===== src/rtl/i_cache_refill.sv =====
// Instruction-cache line refill engine: streams one aligned line from backing memory
// into the cache data array, then pulses done with the line base address.
module i_cache_refill #(
   parameter int unsigned DATA_WIDTH      = 32,
   parameter int unsigned ADD_WIDTH       = 12,
   parameter int unsigned WORDS_PER_LINE  = 4,
   parameter int unsigned CACHE_ADD_WIDTH = 8
) (
   input  logic                       clock,
   input  logic                       reset_n,
   input  logic                       miss_req,
   input  logic [ADD_WIDTH-1:0]       miss_addr,
   output logic                       miss_ready,
   output logic                       busy,
   output logic                       done,
   output logic [ADD_WIDTH-1:0]       done_addr,
   output logic                       mem_rden,
   output logic [ADD_WIDTH-1:0]       mem_rdaddress,
   input  logic [DATA_WIDTH-1:0]      mem_data,
   output logic                       cache_wden,
   output logic [CACHE_ADD_WIDTH-1:0] cache_wraddress,
   output logic [DATA_WIDTH-1:0]      cache_data
);

   localparam int unsigned OffW = $clog2(WORDS_PER_LINE);
   localparam logic [ADD_WIDTH-1:0] LineMask = ~ADD_WIDTH'(WORDS_PER_LINE - 1);

   localparam logic [1:0] StIdle  = 2'd0;
   localparam logic [1:0] StRead  = 2'd1;
   localparam logic [1:0] StDrain = 2'd2;
   localparam logic [1:0] StDone  = 2'd3;

   logic [1:0]                 state_q, state_d;
   logic [ADD_WIDTH-1:0]       base_q, base_d;
   logic [OffW-1:0]            cnt_q, cnt_d;
   logic [ADD_WIDTH-1:0]       done_addr_q, done_addr_d;
   logic                       wr_en_q;
   logic [CACHE_ADD_WIDTH-1:0] wr_addr_q;
   logic [ADD_WIDTH-1:0]       rd_addr;

   // base is line aligned and cnt_q < WORDS_PER_LINE, so the sum never carries out of the line
   assign rd_addr = base_q + ADD_WIDTH'(cnt_q);

   always_comb begin
      state_d     = state_q;
      base_d      = base_q;
      cnt_d       = cnt_q;
      done_addr_d = done_addr_q;
      case (state_q)
         StIdle: begin
            if (miss_req) begin
               base_d  = miss_addr & LineMask;
               cnt_d   = '0;
               state_d = StRead;
            end
         end
         StRead: begin
            cnt_d = cnt_q + OffW'(1);
            if (&cnt_q) begin
               state_d = StDrain;
            end
         end
         StDrain: begin
            done_addr_d = base_q;
            state_d     = StDone;
         end
         StDone: begin
            state_d = StIdle;
         end
         default: begin
            state_d = StIdle;
         end
      endcase
   end

   always_ff @(posedge clock or negedge reset_n) begin
      if (!reset_n) begin
         state_q     <= StIdle;
         base_q      <= '0;
         cnt_q       <= '0;
         done_addr_q <= '0;
         wr_en_q     <= 1'b0;
         wr_addr_q   <= '0;
      end else begin
         state_q     <= state_d;
         base_q      <= base_d;
         cnt_q       <= cnt_d;
         done_addr_q <= done_addr_d;
         // Memory returns data one cycle after the read, so the write trails it by one cycle
         wr_en_q     <= mem_rden;
         wr_addr_q   <= rd_addr[CACHE_ADD_WIDTH-1:0];
      end
   end

   always_comb begin
      miss_ready      = (state_q == StIdle);
      busy            = (state_q != StIdle);
      done            = (state_q == StDone);
      done_addr       = done_addr_q;
      mem_rden        = (state_q == StRead);
      mem_rdaddress   = rd_addr;
      cache_wden      = wr_en_q;
      cache_wraddress = wr_addr_q;
      cache_data      = wr_en_q ? mem_data : '0;
   end

endmodule


===== config.mk =====
export PLATFORM = sky130hd
export DESIGN_NAME = i_cache_refill
export DESIGN_NICKNAME = d
export VERILOG_FILES = /design/src/rtl/i_cache_refill.sv
export SDC_FILE = /design/constraint.sdc
export NUM_CORES = 1
export LEC_CHECK = 0
export CAP_MARGIN = 5
export CORE_MARGIN = 2
export CORE_UTILIZATION = 33
export CTS_BUF_LIST = sky130_fd_sc_hd__clkbuf_8 sky130_fd_sc_hd__clkbuf_16
export DETAILED_ROUTE_END_ITERATION = 7
export HOLD_SLACK_MARGIN = 0.06
export PLACE_DENSITY = 0.8
export SLEW_MARGIN = 20
export SYNTH_ARGS = -nofsm -noshare
export SYNTH_HDL_FRONTEND = slang
export SYNTH_SLANG_ARGS = --single-unit

===== constraint.sdc =====
create_clock -name clock -period 1.86 [get_ports clock]
set_input_delay 0.186 -clock clock [delete_from_list [all_inputs] [get_ports clock]]
set_output_delay 0.186 -clock clock [all_outputs]
set_load 0.05 [all_outputs]

Word level (Yosys, flattened, before mapping):

Cells that the tools add are included.

* flip-flop bits (word level): 33
* output and inout bits: 69
* logic and storage cells: 26

* add/subtract/negate cells: 2
* equal/unequal tests: 5
* muxes and demuxes: 6
* reduce and logical (&&, ||, !) cells: 7

Operators by type and width (number)
* 32-bit 2-to-1 mux: 1
* 12-bit by 2-bit adder with 12-bit output: 1
* 2-bit case mux with 4 select lines: 1
* 2-bit AND reduction: 4
* 2-bit 2-to-1 mux: 3
* 2-bit equality test, second input constant: 2
* 2-bit case mux with 2 select lines: 1
* 2-bit nonzero test: 2
* 2-bit by 1-bit adder with 2-bit output, second input constant: 1
* 2-bit by 1-bit equality test with 1-bit output, second input constant: 1
* 2-bit zero test: 1
* 2-bit by 1-bit inequality test with 1-bit output, second input constant: 1
* 2-bit inequality test, second input constant: 1

Logic depth before layout (Yosys ltp):

Gate-level depths: netlist (run 1).

* depth after elaboration: 3
* gate-level depth with buffers: 5
* depth with buffers taken out: 5

Worst setup path before layout (run 1):

No wires, ideal clock.

* kind: reg-to-reg
* from: register state_q[1]
* to: register state_q[1]
* arrival: 1602 ps
* data required time: 1735 ps
* slack: 133 ps
* cell stages (with the launch flop): 6
* path buffers: 0
* path through: dfrtp_1 > inv_1 > ha_1 > and2b_2 > nor2b_4 > mux2_4

* cells in the longest elaborated chain, start to end: 3
* elaborated cells between the ends (all ways): 8

RTL lines
* from (decl): RTL line 33 `logic [1:0] state_q, state_d;`
* from (signal assigned): RTL line 78 `state_q <= StIdle;`
* from (signal assigned): RTL line 85 `state_q <= state_d;`
* 2-bit by 1-bit equality test with 1-bit output *
* via mem_rden: RTL line 17 `output logic mem_rden,`
* 2-bit by 1-bit inequality test with 1-bit output (no line)
* 2-bit AND reduction (no line)

The timed path passes the listed nets; every way through them passes the cells marked *.
A chain may end at the register's enable or synchronous reset.

Worst setup path in the final report (run 1):

* from: register cnt_q[0]
* to: output port mem_rdaddress[0]

* cells in the longest elaborated chain, start to end: 1

RTL lines
* from (decl): RTL line 35 `logic [OffW-1:0] cnt_q, cnt_d;`
* from (signal assigned): RTL line 87 `cnt_q <= cnt_d;`
* 12-bit by 2-bit adder with 12-bit output: RTL line 42 `assign rd_addr = base_q + ADD_WIDTH'(cnt_q);`
* to (decl): RTL line 18 `output logic [ADD_WIDTH-1:0] mem_rdaddress,`

Every way passes these cells.

==> results.json, run 1 <==
{
  "status": "completed",
  "syn_area_um2": 1474,
  "hold_violations": 0,
  "synthFlopType": "dfrtp_1",
  "coreArea_um2": 4324,
  "cts_tree": "built",
  "slew_headroom_pct": 65.00,
  "cts_max_level": 2,
  "max-vdd-ir-drop_uv": 1354,
  "tightest_slew_ns": 0.5234,
  "start_util_pct": 34.09,
  "grt_setup_unrepaired": "false",
  "synth_most_common_cell": "dfrtp_1",
  "synth_cell_type_count": 19,
  "path_buf_inv": 1,
  "final_cells": 280,
  "root_buffer": "clkbuf_8",
  "rows": 24,
  "critPathTopFamily": "buffers and inverters",
  "grt_max_degree": 34,
  "vias": 1258,
  "cts-hold-fix-buffers": 0,
  "synth_fa_ha_area_share_pct": 5.093,
  "syn_to_final_growth_pct": 109.4,
  "clock-sinks": 33,
  "cp-start-kind": "flop",
  "routed_wl_mm": 4.088,
  "cp.required_ns": 1.67,
  "synth.avg_cell_area_um2": 13.16,
  "ys_async_sr_fraction_pct": 100.0,
  "drt-pass1-iter-count": 3,
  "pwr_density_cell_nw_per_um2": 2192,
  "route.detailed.drc": 0,
  "path_clk_slew_ns": 0.07,
  "clk_latency_ns": 0.27,
  "path_cells": "clkdlybuf4s50_1",
  "hp-class": "input pin to asynchronous set/reset pin",
  "yosysWarnings": 0,
  "cts_resized": 0,
  "critPathMaxFanout": 5,
  "die-area_um2": 5017,
  "fill_cells": 299,
  "wire_per_inst_um": 14.60,
  "synth_top_family_by_area": "simple AND/OR/NAND/NOR gates",
  "pre_cts_slack_ns": 0.3369,
  "synth_edf_count": 0,
  "overflow": 0,
  "postCtsSetupRepairBufs": 0,
  "max_freq_mhz": 591.0,
  "crit_path_top_delay_cell": "clkdlybuf4s50_1",
  "worstSetupPathType": "flop to primary output",
  "diodes": 0,
  "max_stage_delay_ns": 0.83,
  "ys_top_cells_by_area": "dfrtp_1, mux2_2, and2_1, ha_1, buf_4",
  "syn_inst": 112,
  "yosysTopAreaCell": "dfrtp_1",
  "seq_area_frac_synth_pct": 56.03,
  "via_per_inst": 4.493,
  "crit_arrival_ns": 1.51,
  "layout_setup_ws_ns": 0.1679,
  "synth_common_cells": "dfrtp_1, and2_1, mux2_2, ha_1",
  "finalSetupViolCount": 0,
  "hpwl_mm": 3.287,
  "setup_tns_ns": 0,
  "fin_crit_sh_pct": 90.97,
  "clockBufferDepth": 2,
  "antenna_left": 0,
  "fin_worst_skew_ns": 0.003825,
  "max_cap_violations": 0,
  "antenna_found_initial": 0,
  "gp_congestion": 0.7549,
  "yosys.area_share.simple_pct": 16.98,
  "drive_gt1_share_pct": 31.58,
  "drt-initial-drc-count": 21,
  "ys_ff_latch": 33,
  "netlist.area_leader.share_pct": 56.03,
  "fin_nets": 280,
  "drv_slew": 0,
  "die_y_um": 70.83,
  "die_w_um": 70.83,
  "grt_pass1_wl_mm": 6.527,
  "grt_pass1_vias": 1266,
  "grt_usage_pct": 16.76,
  "numCtsBuffers": 5,
  "synth_compound_area_share_pct": 1.783,
  "place_inst": 272,
  "boundaryPins": 116,
  "period_needed_ns": 1.692,
  "synth_mux_area_share_pct": 16.98,
  "portBuffers": 111,
  "synth_xor_xnor_area_share_pct": 0,
  "leakagePower_nw": 1.347,
  "cp-end-kind": "primary output"
}
==> per-stage QoR <==
stage / power, mW / hold WS (ns) / utilization (%) / instance area, um^2
after floorplan: 4.165 / -0.1096 / - / 1478
after global placement: 6.074 / 0.4071 / 68.69 / 2970
after detailed placement: 6.141 / 0.4143 / 68.69 / 2970
after CTS: 6.852 / 0.3143 / 71.38 / 3087
after global routing: 7.072 / 0.3509 / 71.38 / 3087
final: 6.767 / 0.3000 / 71.38 / 3087
==> cells by family after synthesis <==
group | count (synthesis)
DFF | 33
AOI/OAI and AO/OA | 3
adders and majority gates | 6
other | 1
muxes | 22
buffers and inverters | 9
and+or+nand+nor | 38
==> cells in the final DEF, fill, tap and decap left out <==
cell / netlist / routed
clkdlybuf4s50_1: 0 / 74
a32o_1: 1 / 1
o32a_2: 1 / 1
and2_1: 32 / 32
nand2_2: 1 / 1
mux2_4: 1 / 1
nand2_1: 2 / 2
nand2b_4: 1 / 1
conb_1: 1 / 2
clkbuf_8: 0 / 6
nor2b_4: 1 / 1
mux2_2: 20 / 20
ha_1: 6 / 6
buf_4: 2 / 5
buf_12: 0 / 34
inv_1: 3 / 4
o21ai_0: 1 / 1
dfrtp_1: 33 / 33
and2b_2: 1 / 1
bufinv_16: 0 / 1
mux2i_1: 1 / 1
==> worst reg2reg max path, cell delays in order (launching register included) <==
cell and delay (ns):
dfrtp_1 0.40, inv_1 0.09, ha_1 0.25, and2b_2 0.25, nor2b_4 0.13, mux2_4 0.30
==> path summary, 6_finish.rpt <==
kind                                         from                      endpoint  slack, ns  cells past startpoint
max                          cnt_q[0]$_DFFE_PN0P_              mem_rdaddress[0]       0.17                      1
min                                       reset_n         base_q[9]$_DFFE_PN0P_       0.30                      2
max reg2reg                state_q[1]$_DFFE_PN0P_        state_q[1]$_DFFE_PN0P_       0.33                      5
min reg2reg                 base_q[4]$_DFFE_PN0P_  cache_wraddress[4]$_DFF_PN0_       0.43                      0
max in group asynchronous                 reset_n         base_q[7]$_DFFE_PN0P_       1.25                      2
min in group clock          base_q[4]$_DFFE_PN0P_  cache_wraddress[4]$_DFF_PN0_       0.43                      0
==> layer usage <==
layer	vias to the layer above	part of all wire, %	track usage (%)	wire length [um]
met4	0	0	2.516	0
met3	0	12	7.977	483
met1	586	37	18.66	1526
met2	82	51	29.80	2078
li1	590	-	-	-
met5	-	0	0	0
==> registers in the layout, summed over array words and instances, names as in the netlist <==
name,flops
cache_wraddress,8
state_q,2
done_addr,10
cnt_q,2
cache_wden,1
base_q,10
==> power breakdown <==
group,switching [mW],internal [mW]
clock,0.244,0.431
combinational,2.82,1.96
sequential,0.225,1.09
==> layout make-up <==
cell class                      instances  area [um^2]  area share (%)
Timing Repair Buffer                  113         1459           47.26
Clock buffer                            6        82.58           2.675
Clock inverter                          2        33.78           1.094
Tap cell                               52        65.06           2.108
Sequential cell                        33        825.8           26.75
Multi-Input combinational cell         71        609.3           19.74
Inverter                                3        11.26          0.3648
Power figures use the tool's default switching activity.
==> inputs of run 2 (changes only) <==
--- a/config.mk
+++ b/config.mk
@@ -5,7 +5,7 @@
 export SDC_FILE = /design/constraint.sdc
 export NUM_CORES = 1
 export LEC_CHECK = 0
-export CAP_MARGIN = 5
+export CAP_MARGIN = 15
 export CORE_MARGIN = 2
 export CORE_UTILIZATION = 33
 export CTS_BUF_LIST = sky130_fd_sc_hd__clkbuf_8 sky130_fd_sc_hd__clkbuf_16
==> results of run 2 <==
Same layout as run 1: the final DEF is identical, and so are final timing and power.
